## src/rtl/gauss_acc_ctrl.sv

```systemverilog
// 3x3 Gaussian (1-2-1/2-4-2/1-2-1) accumulator with valid/ready handshakes.
// One window is accumulated tap by tap through a shared HA/FA ripple adder.

module gauss_ha (
  input  logic a,
  input  logic b,
  output logic s,
  output logic c
);
  assign s = a ^ b;
  assign c = a & b;
endmodule

module gauss_fa (
  input  logic a,
  input  logic b,
  input  logic ci,
  output logic s,
  output logic co
);
  assign s  = a ^ b ^ ci;
  assign co = (a & b) | (ci & (a ^ b));
endmodule

module gauss_acc_ctrl #(
  parameter int DATA_W = 8
) (
  input  logic                  clk,
  input  logic                  rst,
  input  logic                  in_valid,
  output logic                  in_ready,
  input  logic [9*DATA_W-1:0]   pix_win,
  output logic                  out_valid,
  input  logic                  out_ready,
  output logic [DATA_W-1:0]     out_pix,
  output logic                  busy,
  output logic [3:0]            tap_idx
);

  localparam int ACC_W = DATA_W + 4;

  localparam logic [1:0] IDLE = 2'd0;
  localparam logic [1:0] ACC  = 2'd1;
  localparam logic [1:0] OUT  = 2'd2;

  logic [1:0]          state;
  logic [9*DATA_W-1:0] win;
  logic [ACC_W-1:0]    acc;

  logic [DATA_W-1:0]   tap;
  logic [1:0]          shift;
  logic [ACC_W-1:0]    addend;
  logic [ACC_W-1:0]    sum;
  logic [ACC_W-1:0]    carry;
  logic [ACC_W-1:0]    acc_nxt;
  logic [DATA_W-1:0]   rnd;
  logic [DATA_W-1:0]   rcarry;
  logic [DATA_W-1:0]   pix_nxt;

  always_comb begin
    tap = '0;
    for (int unsigned k = 0; k < 9; k++) begin
      if (tap_idx == 4'(k)) tap = win[k*DATA_W +: DATA_W];
    end
  end

  always_comb begin
    shift = 2'd0;
    case (tap_idx)
      4'd1, 4'd3, 4'd5, 4'd7: shift = 2'd1;
      4'd4:                   shift = 2'd2;
      default:                shift = 2'd0;
    endcase
  end

  assign addend = {4'b0000, tap} << shift;

  gauss_ha u_add0 (.a(acc[0]), .b(addend[0]), .s(sum[0]), .c(carry[0]));

  for (genvar i = 1; i < ACC_W; i++) begin : g_add
    gauss_fa u_fa (
      .a (acc[i]),
      .b (addend[i]),
      .ci(carry[i-1]),
      .s (sum[i]),
      .co(carry[i])
    );
  end

  // Carry-out cannot occur for legal inputs; clamping keeps the chain fully consumed.
  assign acc_nxt = carry[ACC_W-1] ? '1 : sum;

  // Round half up: increment acc[ACC_W-1:4] by acc[3] through an HA chain.
  gauss_ha u_rnd0 (.a(acc_nxt[4]), .b(acc_nxt[3]), .s(rnd[0]), .c(rcarry[0]));

  for (genvar i = 1; i < DATA_W; i++) begin : g_rnd
    gauss_ha u_ha (
      .a(acc_nxt[4+i]),
      .b(rcarry[i-1]),
      .s(rnd[i]),
      .c(rcarry[i])
    );
  end

  assign pix_nxt = rcarry[DATA_W-1] ? '1 : rnd;

  always_ff @(posedge clk or posedge rst) begin
    if (rst) begin
      state   <= IDLE;
      win     <= '0;
      acc     <= '0;
      tap_idx <= '0;
      out_pix <= '0;
    end else begin
      case (state)
        IDLE: begin
          if (in_valid) begin
            win     <= pix_win;
            acc     <= '0;
            tap_idx <= '0;
            state   <= ACC;
          end
        end
        ACC: begin
          if (tap_idx > 4'd8) begin
            tap_idx <= '0;
            state   <= IDLE;
          end else begin
            acc <= acc_nxt;
            if (tap_idx == 4'd8) begin
              out_pix <= pix_nxt;
              tap_idx <= '0;
              state   <= OUT;
            end else begin
              tap_idx <= tap_idx + 4'd1;
            end
          end
        end
        OUT: begin
          if (out_ready) state <= IDLE;
        end
        default: begin
          tap_idx <= '0;
          state   <= IDLE;
        end
      endcase
    end
  end

  assign in_ready  = (state == IDLE);
  assign out_valid = (state == OUT);
  assign busy      = (state == ACC) || (state == OUT);

endmodule

```

## config.mk

```make
export PLATFORM = sky130hd
export DESIGN_NAME = gauss_acc_ctrl
export DESIGN_NICKNAME = d
export VERILOG_FILES = /design/src/rtl/gauss_acc_ctrl.sv
export SDC_FILE = /design/constraint.sdc
export NUM_CORES = 1
export LEC_CHECK = 0
export BUFFER_PORTS_ARGS = -buffer_cell sky130_fd_sc_hd__buf_2
export CORE_MARGIN = 2
export CORE_UTILIZATION = 58
export CTS_BUF_LIST = sky130_fd_sc_hd__clkbuf_8
export DETAILED_ROUTE_END_ITERATION = 10
export GPL_ROUTABILITY_DRIVEN = 0
export GPL_TIMING_DRIVEN = 1
export PLACE_DENSITY_LB_ADDON = 0.05
export REMOVE_ABC_BUFFERS = 1
export SKIP_LAST_GASP = 1
export SLEW_MARGIN = 20
export SYNTH_ARGS = -nofsm -noshare
export SYNTH_HDL_FRONTEND = slang
export SYNTH_SLANG_ARGS = --single-unit
export TNS_END_PERCENT = 1
```

## constraint.sdc

```tcl
create_clock -name clk -period 10.3 [get_ports clk]
set_input_delay 0.515 -clock clk [delete_from_list [all_inputs] [get_ports clk]]
set_output_delay 0.515 -clock clk [all_outputs]
set_load 0.05 [all_outputs]
```

## Yosys cells after proc, flatten, opt, wreduce, memory -nomap -nowiden

Index checks and enable logic that the tools add are counted.
W data, S select, Z words.

- Bitwise logic cells: 75
- Muxes and demuxes: 24
- Shift-type cells: 1
- Eq/ne operators: 14
- Reduce and logical (&&, ||, !) cells: 10
- $add $sub $neg: 1
- Magnitude comparators: 1

Operator list:

| operator | count |
|---|---|
| $mux W8 | 10 |
| $mux W12 | 3 |
| $and A1 B1 Y1 | 31 |
| $xor A1 B1 Y1 | 31 |
| $pmux W12 S2 | 1 |
| $eq A4 B3 Y1 const B | 4 |
| $mux W4 | 3 |
| $pmux W4 S3 | 1 |
| $shl A8 B2 Y12 | 1 |
| $or A1 B1 Y1 | 11 |
| $reduce_and A3 Y1 | 3 |
| $eq A4 B2 Y1 const B | 2 |
| $mux W2 | 4 |
| $pmux W2 S3 | 1 |
| $add A4 B1 Y4 const B | 1 |
| $eq A4 B1 Y1 const B | 1 |
| $eq A4 B4 Y1 const B | 1 |
| $gt A4 B4 Y1 const B | 1 |
| $logic_not A4 Y1 | 1 |
| $ne A2 B2 Y1 const B | 2 |
| $pmux W2 S2 | 1 |
| $reduce_and A2 Y1 | 2 |
| $reduce_or A4 Y1 | 1 |
| $ne A3 B3 Y1 const B | 1 |
| other kinds (7) | 8 |

- Bits of input ports: 76
- Word-level logic and storage cells: 131
- Output and inout port bits: 15
- Register bits: 98

## Logic depth before layout (Yosys ltp)

Gate-level depths: netlist of the first run.

- Depth in word-level cells: 44
- Gate-level depth with buffers: 35
- Depth with buffers taken out: 32

## Cells and area by module

Synthesis of the first run repeated with hierarchy kept, for this count alone.

- Cell total of the unflattened synthesis: 487
- Area total of the unflattened synthesis: 5262.5 um2

Modules (own cells, without submodules):

| module | sequential area each (um2) | cells an instance | instances | area an instance (um2) |
|---|---|---|---|---|
| gauss_acc_ctrl | 2452.4 | 467 | 1 | 4929.7 |
| gauss_fa | 0.0 | 1 | 11 | 20.0 |
| gauss_ha | 0.0 | 1 | 9 | 12.5 |

## Least setup slack after synthesis of the first run

OpenSTA, ideal clock, no wires.

- Path kind: flip-flop to flip-flop
- Start point: register tap_idx[0]
- End point: register out_pix[3]
- Library setup time: 83 ps
- Arrival: 8025 ps
- Path buffers: 3
- Path slack: 2192 ps
- Clock period less this slack: 8108 ps
- Cell stages (with the launch flop): 35
- Required time: 10217 ps
- Path through: dfrtp_1 inv_1 ha_1 buf_2 nand3b_1 clkbuf_1 o22ai_1 o22a_1 a211oi_1 ha_1 inv_1 fa_1 fa_1 fa_1 fa_1 fa_1 fa_1 fa_1 fa_1 fa_1 inv_1 fa_1 nand2_1 clkbuf_1 nand2_1 ha_1 ha_1 ha_1 ha_1 ha_1 ha_1 ha_1 o21a_1 nor2_1 o21ai_0

- Word-level cells in the longest chain between the ends: 44
- Elaborated cells on any way between the ends: 89
- Those cells by class: order compare (1); eq/ne (8); shift (1); mux (12); bitwise (64); reduce/logical (3)

Ends and longest elaborated chain:

| element | line | source |
|---|---|---|
| start: declaration | 37 | `output logic [3:0] tap_idx` |
| start signal: assignment | 135 | `tap_idx <= tap_idx + 4'd1;` |
| $logic_not A4 Y1 | 63 | `if (tap_idx == 4'(k)) tap = win[k*DATA_W +: DATA_W];` |
| $mux W8 (9 in series) | 63 |  |
| $shl A8 B2 Y12 | 76 | `assign addend = {4'b0000, tap} << shift;` |
| $and A1 B1 Y1 or $xor A1 B1 Y1 (tied branches) | 11, 22 |  |
| $and A1 B1 Y1 | 22 | `assign co = (a & b) \| (ci & (a ^ b));` |
| $or A1 B1 Y1 | 22 |  |
| $and A1 B1 Y1 | 22 |  |
| $or A1 B1 Y1 | 22 |  |
| [... 13 more ...] | n/a |  |
| $or A1 B1 Y1 | 22 |  |
| $and A1 B1 Y1 | 22 |  |
| $or A1 B1 Y1 | 22 |  |
| $and A1 B1 Y1 | 22 |  |
| $or A1 B1 Y1 | 22 |  |
| $mux W12 | 91 | `assign acc_nxt = carry[ACC_W-1] ? '1 : sum;` |
| $and A1 B1 Y1 (8 in series) | 11 | `assign c = a & b;` |
| $mux W8 | 105 | `assign pix_nxt = rcarry[DATA_W-1] ? '1 : rnd;` |
| end signal: assignment | 131 | `out_pix <= pix_nxt;` |
| end: declaration | 35 | `output logic [DATA_W-1:0] out_pix,` |

Parallel ways exist; a longest one is shown, timed or not.
A chain may end at the register's enable or synchronous reset.

## Worst setup path in the final report of the first run

- Start point: register tap_idx[0]
- End point: register out_pix[6]

The elaborated chain is that of the path after synthesis.

==> impl_metrics.csv, run 1 <==
group,metric,value,unit
status,status,"completed",
clocking,cts_made_buffers,9,
synth,yosys_warnings,0,
power_and_ir_drop,power_switching,720,µW
synth,syn-instance-count,497,
synth,yosysTopAreaCell,"dfrtp_1",
placed_design,io_buffers,90,
clocking,cts_tree,"built",
placed_design,dp.cells,669,
sta,tightest_slew,0.929,ns
power_and_ir_drop,p_leak,0.00280,µW
power_and_ir_drop,power.internal,1080,µW
route,wl_met1,5.54,mm
sta,max-slew-margin-rel,38.1,%
die,core,0.00872,mm²
critical_path,r2r_cells,33,
sta,setup_violations,0,
min_path,hp-class,"input port to asynchronous set/reset pin",
grt,grt_pass1_wl,19.6,mm
clocking,cts_buffer_depth,2,
power_and_ir_drop,power_density,303,mW/mm²
finish,nets,673,
critical_path,cp_common_cell,"fa_1",
clocking,insertion_delay,0.37,ns
critical_path,cp_slowest_stage_delay,0.44,ns
die,die_width,99.0,µm
finish,drive_above_1_share,32.9,%
route,dr.pass1.iters,5,
clocking,root_buffer,"clkbuf_8",
critical_path,critPathMaxFanout,13,
route,drc,0,
route,wl_met3,640,µm
power_and_ir_drop,power.share.clock,15.0,%
synth,yosysSeqAreaShare,46.9,%
die,start_util,60.0,%
synth,yosys-top-cells-area,"dfrtp_1 47%, mux2_2 15%, nand2_1 4.1%",
finish,final_cell_mix,"98 x dfrtp_1, 90 x buf_2, 72 x mux2_2, 56 x nand2_1",
synth,synth_area,0.00523,mm²
sta,skew,0.0180,ns
finish,final_core_util,68.1,%
power_and_ir_drop,switching_share,40.1,%
synth,synth_top_area_share,46.9,%
synth,synth_area_per_cell,10.5,µm²
grt,grt_max_degree,73,
clocking,postCtsSetupRepairBufs,0,
die,die_area,0.00980,mm²
synth,synth_edf_count,0,
finish,diodes,0,
power_and_ir_drop,p_comb_share,47.9,%
finish,fillers,694,
critical_path,startpoint_type,"register",
critical_path,r2r_end,"out_pix[6]",
route,routed-wl-met2,5.33,mm
sta,max_freq,117,MHz
clocking,clkTransAtPathRegs,0.10,ns
sta,finalCritPeriodShare,83.2,%
clocking,ctsHoldBuffers,0,
critical_path,worstPathArrival,8.84,ns
sta,period_needed,8.57,ns
critical_path,endpoint_kind,"register",
critical_path,path_class,"register to register",
clocking,htreeDepth,3,
grt,grt_pass1_vias,3941,
finish,stdcell_count,685,
critical_path,rrSetupSlack,1.73,ns
synth,synth-async-reset-ratio,100,%
sta,setup_tns,0,ns
critical_path,critPathSlowestCell,"dfrtp_1",
grt,antenna_found_initial,0,
placed_design,dpl.hpwl,8.55,mm
route,wirelength,11.7,mm
synth,synth-seq-cells,98,
finish,final_common_cell,"dfrtp_1",
route,top_layer_used,"met4",
die,die_y,99.0,µm
synth,ys_types,47,
grt,grt_overflow,0,
route,routed_via_density,5.60,
route,vias,3838,
sta,rsz0062_at_grt,"false",
finish,areaGrowthSynthToFinish,13.5,%
synth,synth-main-ff-cell,"dfrtp_1",
critical_path,r2r_start,"tap_idx[0]",
critical_path,required,10.58,ns
power_and_ir_drop,vdd_drop_max,0.000338,V
clocking,cts.sinks,98,
run,drv_cap,0,
route,first_iter_violations,151,
route,wl_per_cell,17.0,µm
route,final_antenna_net_count,0,
die,ios,91,
sta,slew_viol_final,0,
power_and_ir_drop,p_seq_share,37.1,%
die,num_rows,34,
sta,finalHoldViolations,0,
grt,grtUsageTotal,25.4,%
clocking,cts_resized,0,
-- synth_stat cells (all sizes together), types with 2 or more instances --
library cell  instances
mux2                 72
clkbuf               23
a32oi                 3
o221ai                3
nand3b                3
a221oi                9
nand2b                7
nand2                57
and4b                 4
fa                   10
mux2i                 7
or3                   3
o21a                  2
nor3                  5
nor2b                 7
o21ai                34
ha                   15
buf                   8
nor3b                 2
inv                  31
a21oi                28
or2                   3
nor2                 34
o22ai                 6
dfrtp                98
and3b                 2
o22a                  2
a211oi                5
-- registers in the layout (all words and copies together) (netlist names) --
signal   count
acc         12
out_pix      8
state        2
tap_idx      4
win         72
-- power groups by stage --
stage / clock [µW] / combinational (µW) / sequential, µW
2_1_floorplan: 0 / 678 / 627
3_3_place_gp: 0 / 839 / 665
3_5_place_dp: 0 / 857 / 672
4_1_cts: 275 / 866 / 665
5_1_grt: 292 / 982 / 684
6_report: 269 / 862 / 667
-- per-stage QoR --
step	area (µm²)	setup WS, ns	power [µW]	hold slack, ns
global placement	5720	2.05	1500	0.459
CTS	5940	1.73	1810	0.140
finish	5940	1.73	1800	0.132
detailed placement	5720	1.78	1530	0.470
floorplan	5090	2.16	1310	0.450
global route	5940	1.04	1960	0.160
-- worst max-delay path by stage --
stage | start | end | slack, ns | cells after the start
after floorplan | tap_idx[0] | out_pix[0] | 2.16 | 32
after global placement | tap_idx[0] | out_pix[6] | 2.05 | 33
final | tap_idx[0] | out_pix[6] | 1.73 | 33
after global routing | tap_idx[0] | out_pix[6] | 1.04 | 33
after CTS | tap_idx[0] | out_pix[6] | 1.73 | 33
after detailed placement | tap_idx[0] | out_pix[6] | 1.78 | 33
-- layout make-up --
class | instances | area, µm² | share of cell area [%]
Multi-Input combinational cell | 337 | 2530 | 42.6
Clock buffer | 9 | 124 | 2.09
Tap cell | 108 | 135 | 2.28
Sequential cell | 98 | 2450 | 41.3
Clock inverter | 7 | 93.8 | 1.58
Timing Repair Buffer | 95 | 488 | 8.22
Inverter | 31 | 118 | 1.98
-- layer usage --
metal  vias up  global-route usage (%)
li1       1877                       -
met4         0                    5.27
met1      1845                    37.0
met5         -                       0
met2       104                    39.1
met3        12                    6.10
-- logic make-up (layout without fill, tap and decap cells) --
group / Yosys count / in the layout / share of synthesized area, %
buffers and inverters: 62 / 142 / 4.83
adders and majority gates: 25 / 25 / 7.41
muxes: 79 / 79 / 16.8
and+or+nand+nor: 133 / 133 / 12.1
AOI/OAI and AO/OA: 100 / 100 / 11.9
DFF: 98 / 98 / 46.9
-- worst max-delay path: cells and delay by family, from the launching register on --
kind                       cells  cell delay, ns
DFF                            1            0.44
adders and majority gates     19            5.61
buffers and inverters          4            0.47
AOI/OAI and AO/OA              6            1.14
and+or+nand+nor                4            0.83
Note: power is estimated with default switching activity, not from simulation.
==> run 2: changes to the inputs <==
--- a/config.mk
+++ b/config.mk
@@ -5,9 +5,10 @@
 export SDC_FILE = /design/constraint.sdc
 export NUM_CORES = 1
 export LEC_CHECK = 0
+export ABC_AREA = 1
 export BUFFER_PORTS_ARGS = -buffer_cell sky130_fd_sc_hd__buf_2
 export CORE_MARGIN = 2
-export CORE_UTILIZATION = 58
+export CORE_UTILIZATION = 59
 export CTS_BUF_LIST = sky130_fd_sc_hd__clkbuf_8
 export DETAILED_ROUTE_END_ITERATION = 10
 export GPL_ROUTABILITY_DRIVEN = 0
==> constraint.sdc (replaced) <==
create_clock -name clk -period 8.9 [get_ports clk]
set_input_delay 0.445 -clock clk [delete_from_list [all_inputs] [get_ports clk]]
set_output_delay 0.445 -clock clk [all_outputs]
set_load 0.05 [all_outputs]
==> impl_metrics.csv, run 2 <==
group,metric,value,unit
finish,fillers,796,
die,die_y,100,µm
synth,yosysSeqAreaShare,45.1,%
critical_path,r2r_start,"tap_idx[3]",
finish,drive_above_1_share,28.3,%
sta,setup_tns,0,ns
power_and_ir_drop,power,2090,µW
die,die_area,0.0100,mm²
synth,synth_top_area_share,45.1,%
clocking,root_buffer,"clkbuf_8",
power_and_ir_drop,power_density,344,mW/mm²
critical_path,critPathMaxFanout,23,
sta,rsz0062_at_grt,"false",
power_and_ir_drop,p_leak,0.00315,µW
synth,synth_edf_count,0,
die,start_util,59.7,%
synth,yosys_warnings,0,
placed_design,io_buffers,90,
critical_path,r2r_cells,37,
power_and_ir_drop,vdd_drop_max,0.000160,V
synth,synth_area_per_cell,8.96,µm²
sta,max-slew-margin-rel,30.8,%
finish,largest_registers,"win: 72 flops, acc: 12 flops, out_pix: 8 flops",
grt,antenna_found_initial,0,
synth,ys_types,33,
sta,skew,0.0132,ns
clocking,ctsHoldBuffers,0,
finish,register_area,0.00245,mm²
clocking,postCtsSetupRepairBufs,0,
synth,synth-main-ff-cell,"dfrtp_1",
placed_design,dpl_worst_slack,0.668,ns
finish,largest_register,"win",
grt,globalRouteMet1Util,33.5,%
synth,synth_area,0.00544,mm²
placed_design,dpl.hpwl,8.38,mm
critical_path,startpoint_type,"register",
die,num_rows,35,
min_path,hp-class,"input port to asynchronous set/reset pin",
grt,grt_use_met2,38.4,%
finish,largest_reg_flops,72,
clocking,clkTransAtPathRegs,0.11,ns
run,drv_cap,0,
finish,final_common_cell,"nand2_1",
sta,slew_viol_final,0,
synth,synth-seq-cells,98,
grt,grt_busiest_layer,"met2",
die,core,0.00911,mm²
clocking,cts.sinks,98,
synth,synth-async-reset-ratio,100,%
route,final_antenna_net_count,0,
route,vias,4215,
critical_path,cp_common_cell,"fa_1",
sta,tightest_slew,1.04,ns
route,first_iter_violations,148,
sta,setup_violations,0,
grt,grt_pass1_vias,4168,
finish,multi_input_area,0.00256,mm²
synth,syn-instance-count,607,
grt,grt_pass1_wl,19.0,mm
critical_path,critPathSlowestCell,"dfrtp_1",
route,routed_via_density,5.27,
sta,max_freq,122,MHz
sta,period_needed,8.18,ns
synth,yosys-top-cells-area,"dfrtp_1 45%, mux2_2 11%, nand2_1 8.1%",
critical_path,r2r_end,"out_pix[6]",
grt,grt_overflow,0,
route,drc,0,
critical_path,required,9.22,ns
sta,finalCritPeriodShare,92.0,%
critical_path,rrSetupSlack,0.72,ns
sta,finalWorstSetupSlack,0.716,ns
clocking,cts_made_buffers,9,
synth,synth_common_cells,"118 x nand2_1, 98 x dfrtp_1, 68 x inv_1, 67 x nand3_1, 55 x mux2_2",
finish,nets,785,
clocking,cts_resized,0,
sta,finalHoldViolations,0,
critical_path,cp_slowest_stage_delay,0.50,ns
critical_path,endpoint_kind,"register",
clocking,htreeDepth,3,
grt,grt_max_degree,91,
finish,diodes,0,
die,ios,91,
finish,areaGrowthSynthToFinish,11.9,%
die,die_width,100,µm
synth,yosysMostFrequentCell,"nand2_1",
clocking,cts_tree,"built",
clocking,insertion_delay,0.38,ns
status,status,"completed",
route,dr.pass1.iters,5,
grt,grt_use_met3,3.83,%
critical_path,cp-startpoint,"tap_idx[3]",
route,wl_per_cell,14.0,µm
grt,grtUsageTotal,24.1,%
clocking,cts_buffer_depth,2,
finish,final_cell_mix,"117 x nand2_1, 98 x dfrtp_1, 90 x buf_2, 67 x inv_1, 67 x nand3_1",
critical_path,worstPathArrival,8.51,ns
route,wirelength,11.2,mm
critical_path,path_class,"register to register",
synth,yosysTopAreaCell,"dfrtp_1",
-- run 2: how the worst max path moves through the flow --
stage | to | slack (ns) | cells past startpoint
2_1_floorplan | out_pix[0] | 1.08 | 39
3_3_place_gp | out_pix[4] | 0.92 | 37
3_5_place_dp | out_pix[6] | 0.67 | 37
4_1_cts | out_pix[6] | 0.70 | 37
5_1_grt | out_pix[4] | 0.06 | 37
6_report | out_pix[6] | 0.72 | 37
-- run 2: cells by family after synthesis --
group,after synthesis,synth area share [%]
AOI/OAI and AO/OA,70,7.24
buffers and inverters,101,8.00
and+or+nand+nor,258,21.2
adders and majority gates,25,7.13
muxes,55,11.4
DFF,98,45.1
-- run 2: metrics by stage --
| step | util (%) | instance area, µm² | std cells | hold slack, ns |
|---|---|---|---|---|
| 6_report | 66.9 | 6090 | 800 | 0.0252 |
| 5_1_grt | 66.9 | 6090 | 800 | 0.0551 |
| 4_1_cts | 66.9 | 6090 | 800 | 0.0255 |
| 3_5_place_dp | 64.7 | 5900 | 784 | 0.448 |
| 3_3_place_gp | 64.7 | 5900 | 784 | 0.436 |
| 2_1_floorplan | - | 5290 | 582 | 0.471 |
-- run 2: critical path, delay by kind of cell, from the launching register on --
kind	cells	cell delay, ns
adders and majority gates	18	5.10
and+or+nand+nor	14	1.99
DFF	1	0.50
buffers and inverters	4	0.41
AOI/OAI and AO/OA	1	0.14
-- run 2: routing by layer --
metal  wire [µm]  vias up
met5           0        -
met4         181        0
met3         453       15
met2        5130      105
met1        5420     1972
li1            -     2123
-- run 2: power by group --
group	switching, µW	internal [µW]	leakage (µW)
logic	663	415	0.00186
clock network	174	110	0.0000997
registers	100	633	0.00118
-- run 2: cell type report --
class                           instances  area share (%)
Timing Repair Buffer                   91            7.52
Sequential cell                        98            40.3
Multi-Input combinational cell        408            42.1
Clock buffer                            9            2.03
Inverter                               76            4.71
Tap cell                              111            2.28
Clock inverter                          7            1.13
